**config.mk**
```make
export PLATFORM = sky130hd
export DESIGN_NAME = rgf_wb_ctrl
export DESIGN_NICKNAME = d
export VERILOG_FILES = /design/src/rtl/rgf_wb_ctrl.sv
export SDC_FILE = /design/constraint.sdc
export NUM_CORES = 1
export LEC_CHECK = 0
export BUFFER_PORTS_ARGS = -buffer_cell sky130_fd_sc_hd__buf_2
export CAP_MARGIN = 30
export CELL_PAD_IN_SITES_DETAIL_PLACEMENT = 1
export CELL_PAD_IN_SITES_GLOBAL_PLACEMENT = 2
export CORE_UTILIZATION = 27
export CTS_CLUSTER_SIZE = 16
export DETAILED_ROUTE_END_ITERATION = 16
export GPL_ROUTABILITY_DRIVEN = 0
export HOLD_SLACK_MARGIN = 0.15
export PLACE_DENSITY_LB_ADDON = 0.1
export SLEW_MARGIN = 20
export SYNTH_ARGS = -nofsm -noshare
export SYNTH_HDL_FRONTEND = slang
export SYNTH_SLANG_ARGS = --single-unit
```
**constraint.sdc**
```tcl
create_clock -name clk -period 2.7 [get_ports clk]
set_clock_uncertainty 0.15 [all_clocks]
set_input_delay 0.405 -clock clk [delete_from_list [all_inputs] [get_ports clk]]
set_output_delay 0.405 -clock clk [all_outputs]
set_load 0.02 [all_outputs]
```
**src/rtl/rgf_wb_ctrl.sv**
```systemverilog
// rgf_wb_ctrl: write-back arbiter and busy-register scoreboard for the
// 32x32 register file. The ALU and the LSU compete for the single RGF
// write port. ALU wins a collision unless the LSU has waited STARVE_LIMIT
// cycles. Registers with an outstanding write are tracked so that decode
// can stall on RAW/WAW hazards.
module rgf_wb_ctrl #(
  parameter int XLEN         = 32,
  parameter int STARVE_LIMIT = 4
) (
  input  logic            clk,
  input  logic            rst,
  input  logic            chk_valid,
  input  logic [4:0]      chk_rs1,
  input  logic [4:0]      chk_rs2,
  input  logic [4:0]      chk_rd,
  output logic            stall,
  input  logic            issue_valid,
  input  logic [4:0]      issue_rd,
  input  logic            alu_valid,
  input  logic [4:0]      alu_rd,
  input  logic [XLEN-1:0] alu_data,
  output logic            alu_ready,
  input  logic            lsu_valid,
  input  logic [4:0]      lsu_rd,
  input  logic [XLEN-1:0] lsu_data,
  output logic            lsu_ready,
  output logic            rgf_we,
  output logic [4:0]      rgf_wn,
  output logic [XLEN-1:0] rgf_data,
  output logic [31:0]     busy_vec
);

  localparam logic [3:0] LIMIT   = 4'(STARVE_LIMIT);
  localparam logic [3:0] CNT_MAX = 4'd15;

  logic [31:0]     busy;
  logic [31:0]     busy_next;
  logic [3:0]      wait_cnt;
  logic            lsu_priority;
  logic            wb_grant;
  logic [4:0]      wb_rd;
  logic [XLEN-1:0] wb_data;

  // Bit 0 is never set, so x0 can never produce a stall.
  assign busy_vec = busy;

  // Hazard check of the instruction currently sitting in decode.
  always_comb begin
    stall = chk_valid & (busy[chk_rs1] | busy[chk_rs2] | busy[chk_rd]);
  end

  // Arbitration: one grant per cycle; a starving LSU overrides the ALU.
  always_comb begin
    lsu_priority = (wait_cnt >= LIMIT);
    alu_ready    = 1'b0;
    lsu_ready    = 1'b0;
    wb_grant     = 1'b0;
    wb_rd        = alu_rd;
    wb_data      = alu_data;
    if (lsu_valid && (!alu_valid || lsu_priority)) begin
      lsu_ready = 1'b1;
      wb_grant  = 1'b1;
      wb_rd     = lsu_rd;
      wb_data   = lsu_data;
    end else if (alu_valid) begin
      alu_ready = 1'b1;
      wb_grant  = 1'b1;
    end
  end

  // Next scoreboard: the write leaving the port clears, a new issue sets
  // (applied last so it wins over a clear of the same register).
  always_comb begin
    busy_next = busy;
    if (rgf_we && (rgf_wn != 5'd0)) begin
      busy_next[rgf_wn] = 1'b0;
    end
    if (issue_valid && (issue_rd != 5'd0)) begin
      busy_next[issue_rd] = 1'b1;
    end
    busy_next[0] = 1'b0;
  end

  // Scoreboard register.
  always_ff @(posedge clk) begin
    if (rst) begin
      busy <= '0;
    end else begin
      busy <= busy_next;
    end
  end

  // LSU wait counter: counts consecutive refused LSU requests, saturating.
  always_ff @(posedge clk) begin
    if (rst) begin
      wait_cnt <= 4'd0;
    end else if (!lsu_valid || lsu_ready) begin
      wait_cnt <= 4'd0;
    end else if (wait_cnt != CNT_MAX) begin
      wait_cnt <= wait_cnt + 4'd1;
    end
  end

  // Registered RGF write port; x0 grants complete but never write.
  always_ff @(posedge clk) begin
    if (rst) begin
      rgf_we   <= 1'b0;
      rgf_wn   <= 5'd0;
      rgf_data <= '0;
    end else if (wb_grant) begin
      rgf_we   <= (wb_rd != 5'd0);
      rgf_wn   <= wb_rd;
      rgf_data <= wb_data;
    end else begin
      rgf_we   <= 1'b0;
    end
  end

endmodule

```
; After elaboration in Yosys (flattened, before gate mapping)
; Cells that the tools add are included.
[op_classes]
magnitude_cmp = 8
n_eq_ne = 1
mux = 18
reduce_logical = 14
bitwise = 7
add_sub_neg = 1
[ops]
columns = cell, n
row1 = $mux 32, 3
row2 = $and 32x32->32, 1
row3 = $not 32->32, 1
row4 = $or 32x32->32, 1
row5 = $lt 5x6->1 const B, 5
row6 = $bmux 1 s5, 3
row7 = $reduce_bool 5->1, 3
row8 = $demux 1 s5, 2
row9 = $ge 5x1->1 const B, 2
row10 = $mux 1, 9
row11 = $logic_and 1x1->1, 5
row12 = $mux 5, 1
row13 = $add 4x1->4 const B, 1
row14 = $ge 4x3->1 const B, 1
row15 = $ne 4x4->1 const B, 1
row16 = $reduce_or 2->1, 2
row17 = $logic_not 1->1, 2
row18 = $logic_or 1x1->1, 2
row19 = $or 1x1->1, 2
row20 = $and 1x1->1, 1
row21 = $not 1->1, 1
[totals]
regBits = 74
in_bits = 100
out_inout_bits = 73
wordCells = 55

; Longest topological paths before layout
; Gate-level depths: netlist of run 1.
[logic_depth]
word_depth = 9
mapped_depth = 8

; Worst setup path before layout of run 1
; Ideal clock, no wire load.
[synth_path]
kind = input to output
from = input chk_rd[1]
to = output stall
stages = 6
path_slack_ps = 281
t_arrival_ps = 1864
required_ps = 2145
cell_sequence = buf_2 mux4_2 mux2_2 o211ai_1 nand4_1 o21a_1
[synth_via]
elab_chain_len = 4
[synth_lines]
columns = element, line_no
row1 = "start, declared", 15  ; input logic [4:0] chk_rd,
row2 = $bmux 1 s5, 49  ; stall = chk_valid & (busy[chk_rs1] | busy[chk_rs2] | busy[chk_rd]);
row3 = $mux 1 (implied by the code), 49
row4 = $or 1x1->1, 49
row5 = $and 1x1->1, 49
row6 = "end, declared", 16  ; output logic stall,
; No other way between the ends. The select of a mux whose other input is x is not followed.

; Final worst setup path of run 1
[layout_path]
from = register busy[16], in the netlist busy_vec[16]
to = output stall
[layout_via]
elab_chain_len = 5
word_cells_on_any_way = 9
[layout_lines]
columns = element, line_no
row1 = "start, declared", 36  ; logic [31:0] busy;
row2 = "start signal, assigned", 89  ; busy <= busy_next;
row3 = $bmux 1 s5, 49
row4 = $mux 1 (implied by the code), 49
row5 = $or 1x1->1, 49
row6 = $or 1x1->1 *, 49
row7 = $and 1x1->1 *, 49
; Mark *: on every way between the ends. The rest lies on a longest branch, timed or not. The select of a mux whose other input is x is not followed.

==> results of run 1 <==
==> cell families (layout without fill, tap and decap cells) <==
kind of cell / after synthesis / after routing / synth area share
other: 1 / 2 / 0.000946
XOR/XNOR: 1 / 1 / 0.00221
AND/OR/NAND/NOR: 135 / 135 / 0.156
adder cells (fa/ha/maj): 1 / 1 / 0.00316
flip-flops: 73 / 73 / 0.369
buffers and inverters: 40 / 204 / 0.0483
multiplexers: 68 / 68 / 0.235
AO/OA/AOI/OAI: 119 / 119 / 0.185
==> state kept, by name (all words and copies together), names as in the netlist <==
register	flops
rgf_wn	5
busy_vec	31
rgf_data	32
wait_cnt	4
rgf_we	1
==> stage by stage <==
step	cells	setup slack, ns	hold slack, ns
2_1_floorplan	439	0.281	0.265
3_3_place_gp	766	0.0562	0.276
3_5_place_dp	766	0.0445	0.285
4_1_cts	782	0.00231	0.193
5_1_grt	783	0.00506	0.207
6_report	783	0.0808	0.199
==> worst paths after layout <==
kind                                    from            to  slack, ns  cells past startpoint
worst max-delay path            busy_vec[16]         stall       0.08                      6
worst min-delay path            lsu_data[29]  rgf_data[29]       0.20                      3
worst max register to register   wait_cnt[2]   rgf_data[0]       0.71                      5
worst min register to register   wait_cnt[0]   wait_cnt[0]       0.29                      1
==> cells in the final DEF, fill, tap and decap left out, types with 11 or more instances in the layout <==
master	Yosys	routed
mux4_2	12	14
mux2i_1	45	45
a211oi_1	38	38
nor2_1	51	51
a21oi_1	35	35
buf_2	8	169
o21ai_0	32	32
dfxtp_1	73	57
buf_4	1	11
nand2_1	40	40
dfxtp_2	0	14
==> per-layer routing <==
metal | share of wire | vias to the layer above | GRT usage
met2 | 0.46 | 146 | 0.329
met4 | 0.012 | 0 | 0.0512
met5 | 0 | - | 0
li1 | - | 1931 | -
met1 | 0.45 | 1961 | 0.250
met3 | 0.081 | 12 | 0.0650
==> layout make-up <==
class | instances | area share
inverter | 6 | 0.00420
timing repair buffer | 182 | 0.177
multi-input combinational | 326 | 0.432
clock inverter | 7 | 0.0264
tap | 180 | 0.0420
sequential | 73 | 0.277
clock buffer | 9 | 0.0420
==> worst register-to-register path, cell delays in order, from the launching register on <==
cell and delay [ns]:
dfxtp_1 0.33, nor3b_1 0.25, nand2b_2 0.43, buf_4 0.41
nor2_1 0.10, a211oi_1 0.23
==> power groups by stage <==
stage	sequential, mW	combinational (mW)	clock, mW
final	1.18	0.490	1.49
after global routing	1.19	0.537	1.56
after CTS	1.18	0.494	1.52
after detailed placement	1.20	0.492	0
after global placement	1.20	0.485	0
after floorplan	1.25	0.234	0
==> what timing repair did <==
| item | in CTS | in global routing |
|---|---|---|
| buffers inserted | 0 | 1 |
| resized for setup | 0 | 24 |
| endpoints found under the setup margin | 0 | 1 |
==> impl_metrics.yaml, run 1 <==
outcome:
  outcome: "finished clean"
finish:
  final_util: 0.380
  postLayoutCellArea_um2: 5360
  finalNetCount: 699
  drive_gt1_frac: 0.395
  multi_input_area_um2: 2310
  area_growth_pct: 35.2
  fill_cells: 1706
  diodes: 0
  ff_latch_area_um2: 1490
critical_path:
  worst-setup-path-type: "reg2out"
  cp_max_fo: 5
  crit_path_end_kind: "output pin"
  slowest_delay_ns: 0.47
  cp.arrival_ns: 2.06
  worst-path-buf-inv: 1
  crit_path_start_kind: "flop"
  critPathSlowestCell: "mux4_2"
  worstPathCellList: "mux4_2 > mux2_2 > o211ai_1 > nand4_1 > o21a_1 > buf_6"
  crit_family: "multiplexers"
  crit_required_ns: 2.14
synthesis:
  synth_largest_area_cell: "dfxtp_1"
  synthArstFlopShare: 0
  syn_inst: 438
  synthTopCellsByCount: "dfxtp_1, nor2_1, mux2i_1"
  yosys_most_used_dff: "dfxtp_1"
  synth_top_area_frac: 0.369
  synthTopCellsByArea: "dfxtp_1, mux2i_1, a211oi_1, mux4_2, nor2_1"
  synth-seq-cells: 73
  ys_types: 43
  synth_edf_count: 0
  synth_area_um2: 3970
  seq_area_frac_synth: 0.369
  syn_avg_cell_area_um2: 9.05
  yosysWarnings: 0
  synth_most_common_cell: "dfxtp_1"
job:
  cap_violations: 0
route:
  totalWireLength_mm: 14.7
  ant_nets: 0
  wl_per_cell_um: 18.7
  dr.pass1.iters: 4
  drtIter0Drc: 103
  drc: 0
  via_count: 4050
  vias_per_cell: 5.17
power_and_ir_drop:
  sw_frac_of_total: 0.263
  peakVddDrop_v: 0.000337
  p_switching_mw: 0.830
  power_mw: 3.16
  clkPwrFrac: 0.471
  seqPwrFrac: 0.374
  power_frac_comb: 0.155
  power.density_nw_per_um2: 589
  p_int_mw: 2.33
  p_leak_nw: 2.39
floorplanning:
  dieArea_um2: 15200
  rows: 43
  dieHeight_um: 123
  io_pins: 173
  fp.dieW_um: 123
  start_util: 0.281
  core-area_um2: 14100
sta:
  fin_crit_ns: 2.62
  fmax_mhz: 382
  tns_ns: 0
  maxSlewViolCount: 0
  hold_viol: 0
  fin_crit_sh: 0.970
  rsz0062_at_grt: "false"
  slew_headroom: 0.494
  tightest_slew_ns: 0.758
  setup_viol: 0
cts:
  htree_levels: 3
  ctsHoldBuffers: 0
  clk_path_buf_depth: 2
  path_clk_slew_ns: 0.06
  clockRootBuffer: "clkbuf_16"
  cts_tree: "done"
  cts_buffers: 9
  clkSinkCount: 73
  insertion_delay_ns: 0.34
placement:
  detailed_place.area_um2: 4960
  port_buffers: 171
  dp_hpwl_mm: 11.2
global_route:
  grt_max_degree: 39
  antenna_found_initial: 0
  grt-ovfl-total: 0
  grt_pass1_wl_mm: 23.1
  grt_pass1_vias: 4266
  grt_use_total: 0.200
worst_hold_path:
  hp-class: "in2reg"
(Power assumes the default switching activity.)
==> run 2: changes to the inputs <==
Settings changed: CORE_MARGIN set to 2.
==> run 2 against run 1 <==
  * Routed wire length shrank 0.84%
  * Critical path type unchanged
  * Global-route usage shrank 1.3 points
  * Largest cell class unchanged
  * Register-to-register slack gained 0.12 ns
  * Via count grew 0.42%
  * Maximum frequency shrank 0.64%
==> impl_metrics.yaml, run 2 (synthesis gave the netlist of run 1 again) <==
route:
  via_count: 4067
  ant_nets: 0
  vias_per_cell: 5.16
  totalWireLength_mm: 14.5
  drtIter0Drc: 114
  dr.pass1.iters: 4
  drc: 0
  wl_per_cell_um: 18.4
critical_path:
  crit_required_ns: 2.14
  worst-setup-path-type: "reg2out"
  crit_family: "multiplexers"
  critPathSlowestCell: "mux4_2"
  cp_max_fo: 5
  crit_path_end_kind: "output pin"
  worst-path-buf-inv: 1
  slowest_delay_ns: 0.47
  crit_path_start_kind: "flop"
  cp.arrival_ns: 2.08
  worstPathCellList: "mux4_2 > mux2i_1 > nor3b_1 > a31oi_1 > nand4_1 > o21a_1 > buf_2"
outcome:
  outcome: "finished clean"
power_and_ir_drop:
  clkPwrFrac: 0.420
  seqPwrFrac: 0.410
  p_switching_mw: 0.831
  p_int_mw: 2.05
  peakVddDrop_v: 0.000212
  power.density_nw_per_um2: 545
  sw_frac_of_total: 0.289
  power_mw: 2.88
  power_frac_comb: 0.170
  p_leak_nw: 2.35
global_route:
  antenna_found_initial: 1
  grt_pass1_vias: 4329
  grt_pass1_wl_mm: 23.5
  grt_use_total: 0.187
  grt-ovfl-total: 0
  grt_max_degree: 39
job:
  cap_violations: 0
sta:
  hold_viol: 0
  tightest_slew_ns: 0.745
  fin_crit_ns: 2.64
  setup_viol: 0
  slew_headroom: 0.502
  rsz0062_at_grt: "false"
  maxSlewViolCount: 0
  fin_crit_sh: 0.976
  fmax_mhz: 379
  tns_ns: 0
cts:
  clkSinkCount: 73
  cts_setup_buffers: 0
  clk_path_buf_depth: 2
  insertion_delay_ns: 0.34
  cts_buffers: 9
  cts_tree: "done"
  path_clk_slew_ns: 0.06
  htree_levels: 3
  clockRootBuffer: "clkbuf_16"
floorplanning:
  dieArea_um2: 15700
  dieHeight_um: 125
  io_pins: 173
  rows: 44
  start_util: 0.275
  core-area_um2: 14400
  fp.dieW_um: 125
worst_hold_path:
  hp-class: "in2reg"
finish:
  diodes: 0
  mostFrequentLayoutCells: "buf_2, dfxtp_1, nor2_1, mux2i_1, nand2_1"
  layout_commonest_cell: "buf_2"
  area_growth_pct: 33.1
  top_register: "rgf_data"
  drive_gt1_frac: 0.384
  largest_reg_flops: 32
  final_util: 0.366
  finalNetCount: 700
placement:
  port_buffers: 171
  dp_hpwl_mm: 11.4
## run 2: worst paths after layout
check	startpoint	end	slack (ns)	cells past startpoint
worst min register to register	wait_cnt[0]	wait_cnt[0]	0.30	1
worst max register to register	wait_cnt[2]	rgf_data[18]	0.83	5
worst max-delay path	busy_vec[8]	stall	0.06	7
worst min-delay path	lsu_data[13]	rgf_data[13]	0.20	3
## run 2: final cells by class
| type | instances | area, µm² |
|---|---|---|
| Fill cell | 1751 | 9150 |
| Clock buffer | 9 | 225 |
| Tap cell | 184 | 230 |
| Inverter | 6 | 22.5 |
| Clock inverter | 7 | 71.3 |
| Timing Repair Buffer | 183 | 946 |
| Multi-Input combinational cell | 326 | 2310 |
| Sequential cell | 73 | 1470 |
## run 2: worst reg2reg max path, stage by stage, from the launching register on
cell and delay, ns:
dfxtp_1 0.33, nor3b_1 0.26, nand2b_2 0.33, buf_4 0.38, nor2_1 0.11, a211oi_1 0.22
## run 2: through the flow
stage / hold WS [ns] / instances / instance area, µm² / worst slack (ns)
final: 0.199 / 788 / 5280 / 0.0639
after floorplan: 0.265 / 439 / 3970 / 0.281
after CTS: 0.190 / 788 / 5280 / 0.00623
after global routing: 0.206 / 788 / 5280 / 0.0000409
after global placement: 0.275 / 772 / 4980 / 0.102
after detailed placement: 0.299 / 772 / 4980 / 0.0630
## run 2: power by group through the flow
| stage | Combinational (mW) | Clock (mW) | Sequential (mW) |
|---|---|---|---|
| global placement | 0.488 | 0 | 1.20 |
| global route | 0.538 | 1.28 | 1.19 |
| finish | 0.490 | 1.21 | 1.18 |
| floorplan | 0.234 | 0 | 1.25 |
| CTS | 0.499 | 1.24 | 1.18 |
| detailed placement | 0.497 | 0 | 1.20 |
## run 2: routing by layer
metal  track usage  part of all wire
met5             0                 0
met4        0.0621             0.016
met1         0.231              0.43
met3        0.0578             0.082
met2         0.311              0.47
## run 2: timing repair
action                                  in CTS  in global routing
endpoints found under the setup margin       1                  1
cloned                                       0                  0
hold buffers                                 0                  0
resized for setup                            1                 10
==> run 3: changes to the inputs <==
Settings changed: PLACE_DENSITY set to 0.86, PLACE_DENSITY_LB_ADDON 0.1 to unset.
==> run 3 against run 2 <==
  * Sequential power is essentially flat
  * Clock-buffer cell count is the same
  * Worst hold slack is essentially flat
  * Maximum frequency grew 0.70%
  * Clock power is essentially flat
==> impl_metrics.yaml, run 3 (synthesis gave the netlist of run 1 again) <==
cts:
  htree_levels: 3
  ctsHoldBuffers: 0
  clk_path_buf_depth: 2
  clkSinkCount: 73
  insertion_delay_ns: 0.34
  clockRootBuffer: "clkbuf_16"
  cts_buffers: 9
  cts_tree: "done"
  cts_setup_buffers: 0
  path_clk_slew_ns: 0.06
placement:
  port_buffers: 171
  post-place-ws_ns: 0.0651
  detailed_place.area_um2: 4980
  dp_hpwl_mm: 11.4
sta:
  slew_headroom: 0.532
  fmax_mhz: 382
  fin_crit_sh: 0.969
  setup_viol: 0
  tightest_slew_ns: 0.701
  whs_ns: 0.199
  tns_ns: 0
  fin_crit_ns: 2.62
  final.setup.worst_slack_ns: 0.0824
  hold_viol: 0
  maxSlewViolCount: 0
  rsz0062_at_grt: "true"
finish:
  diodes: 0
  postLayoutCellArea_um2: 5300
  largest_reg_flops: 32
  fill_cells: 1765
  top_register: "rgf_data"
  layout_commonest_cell: "buf_2"
  mostFrequentLayoutCells: "buf_2, dfxtp_1, nor2_1, mux2i_1, nand2_1"
  drive_gt1_frac: 0.396
  finalNetCount: 699
  area_growth_pct: 33.8
floorplanning:
  dieHeight_um: 125
  fp.dieW_um: 125
  start_util: 0.275
  io_pins: 173
  core-area_um2: 14400
  dieArea_um2: 15700
  rows: 44
critical_path:
  crit_required_ns: 2.14
  slowest_delay_ns: 0.47
  worst-setup-path-type: "reg2out"
  crit_path_end_kind: "output pin"
  worstPathCellList: "mux4_2 > mux2i_2 > nor3b_1 > a31oi_1 > nand4_1 > o21a_1 > buf_4"
  critPathSlowestCell: "mux4_2"
  cp.arrival_ns: 2.06
  crit_path_start_kind: "flop"
  cp_max_fo: 5
route:
  wl_per_cell_um: 18.6
  vias_per_cell: 5.24
  dr.pass1.iters: 4
  drc: 0
  via_count: 4123
  totalWireLength_mm: 14.6
  ant_nets: 0
  drtIter0Drc: 192
global_route:
  grt_pass1_vias: 4364
  grt_max_degree: 39
  grt_use_total: 0.186
  antenna_found_initial: 1
  grt_pass1_wl_mm: 23.2
  grt-ovfl-total: 0
power_and_ir_drop:
  power_mw: 2.88
  peakVddDrop_v: 0.000250
  power.density_nw_per_um2: 543
  p_leak_nw: 2.36
worst_hold_path:
  hp-class: "in2reg"
outcome:
  outcome: "finished clean"
job:
  cap_violations: 0
run 3: changes by cell type in the layout (fill, tap and decap cells not counted), moves of 2 or more:
cell / previous run / this run
clkinvlp_4: 3 / 1
dfxtp_2: 9 / 15
buf_2: 171 / 169
dfxtp_1: 64 / 57
run 3: worst paths after layout:
kind	start	to	slack, ns	depth (start not counted)
setup reg to reg	wait_cnt[3]	rgf_data[3]	0.61	5
setup / recovery	busy_vec[8]	stall	0.08	7
hold / removal	lsu_data[14]	rgf_data[14]	0.20	3
hold reg to reg	wait_cnt[0]	wait_cnt[0]	0.30	1
run 3: metrics by stage:
stage | util | cells
after floorplan | - | 439
after global placement | 0.346 | 771
after detailed placement | 0.346 | 771
after CTS | 0.366 | 787
after global routing | 0.368 | 787
final | 0.368 | 787
run 3: cell type report:
type | instances | area (µm²) | share of cell area
inverter | 6 | 22.5 | 0.00425
sequential | 73 | 1480 | 0.280
clock buffer | 9 | 225 | 0.0425
timing repair buffer | 182 | 956 | 0.180
tap | 184 | 230 | 0.0434
clock inverter | 7 | 70.1 | 0.0132
multi-input combinational | 326 | 2320 | 0.437
run 3: critical path, delay by kind of cell, from the launching register on:
kind	cells	cell delay [ns]
AOI/OAI and AO/OA	2	0.33
muxes	2	0.67
buffers and inverters	1	0.15
DFF	1	0.35
and+or+nand+nor	2	0.20
run 3: where the power goes:
group / internal (mW) / leakage (nW) / switching [mW]
Combinational: 0.201 / 1.60 / 0.291
Clock: 0.715 / 0.146 / 0.489
Sequential: 1.13 / 0.608 / 0.0502
run 3: timing repair:
item,CTS,global route
resized for setup,2,21
endpoints found under the hold margin,0,0
setup endpoints to repair,1,1
cloned,0,0
pin swaps,0,4
run 3: layer usage:
metal  vias to the layer above  GRT usage  routed length [µm]
met5                         -          0                  16
met4                         2     0.0778                 268
met3                        20     0.0642                1510
met2                       192      0.299                6660
met1                      1980      0.227                6150
li1                       1929          -                   -
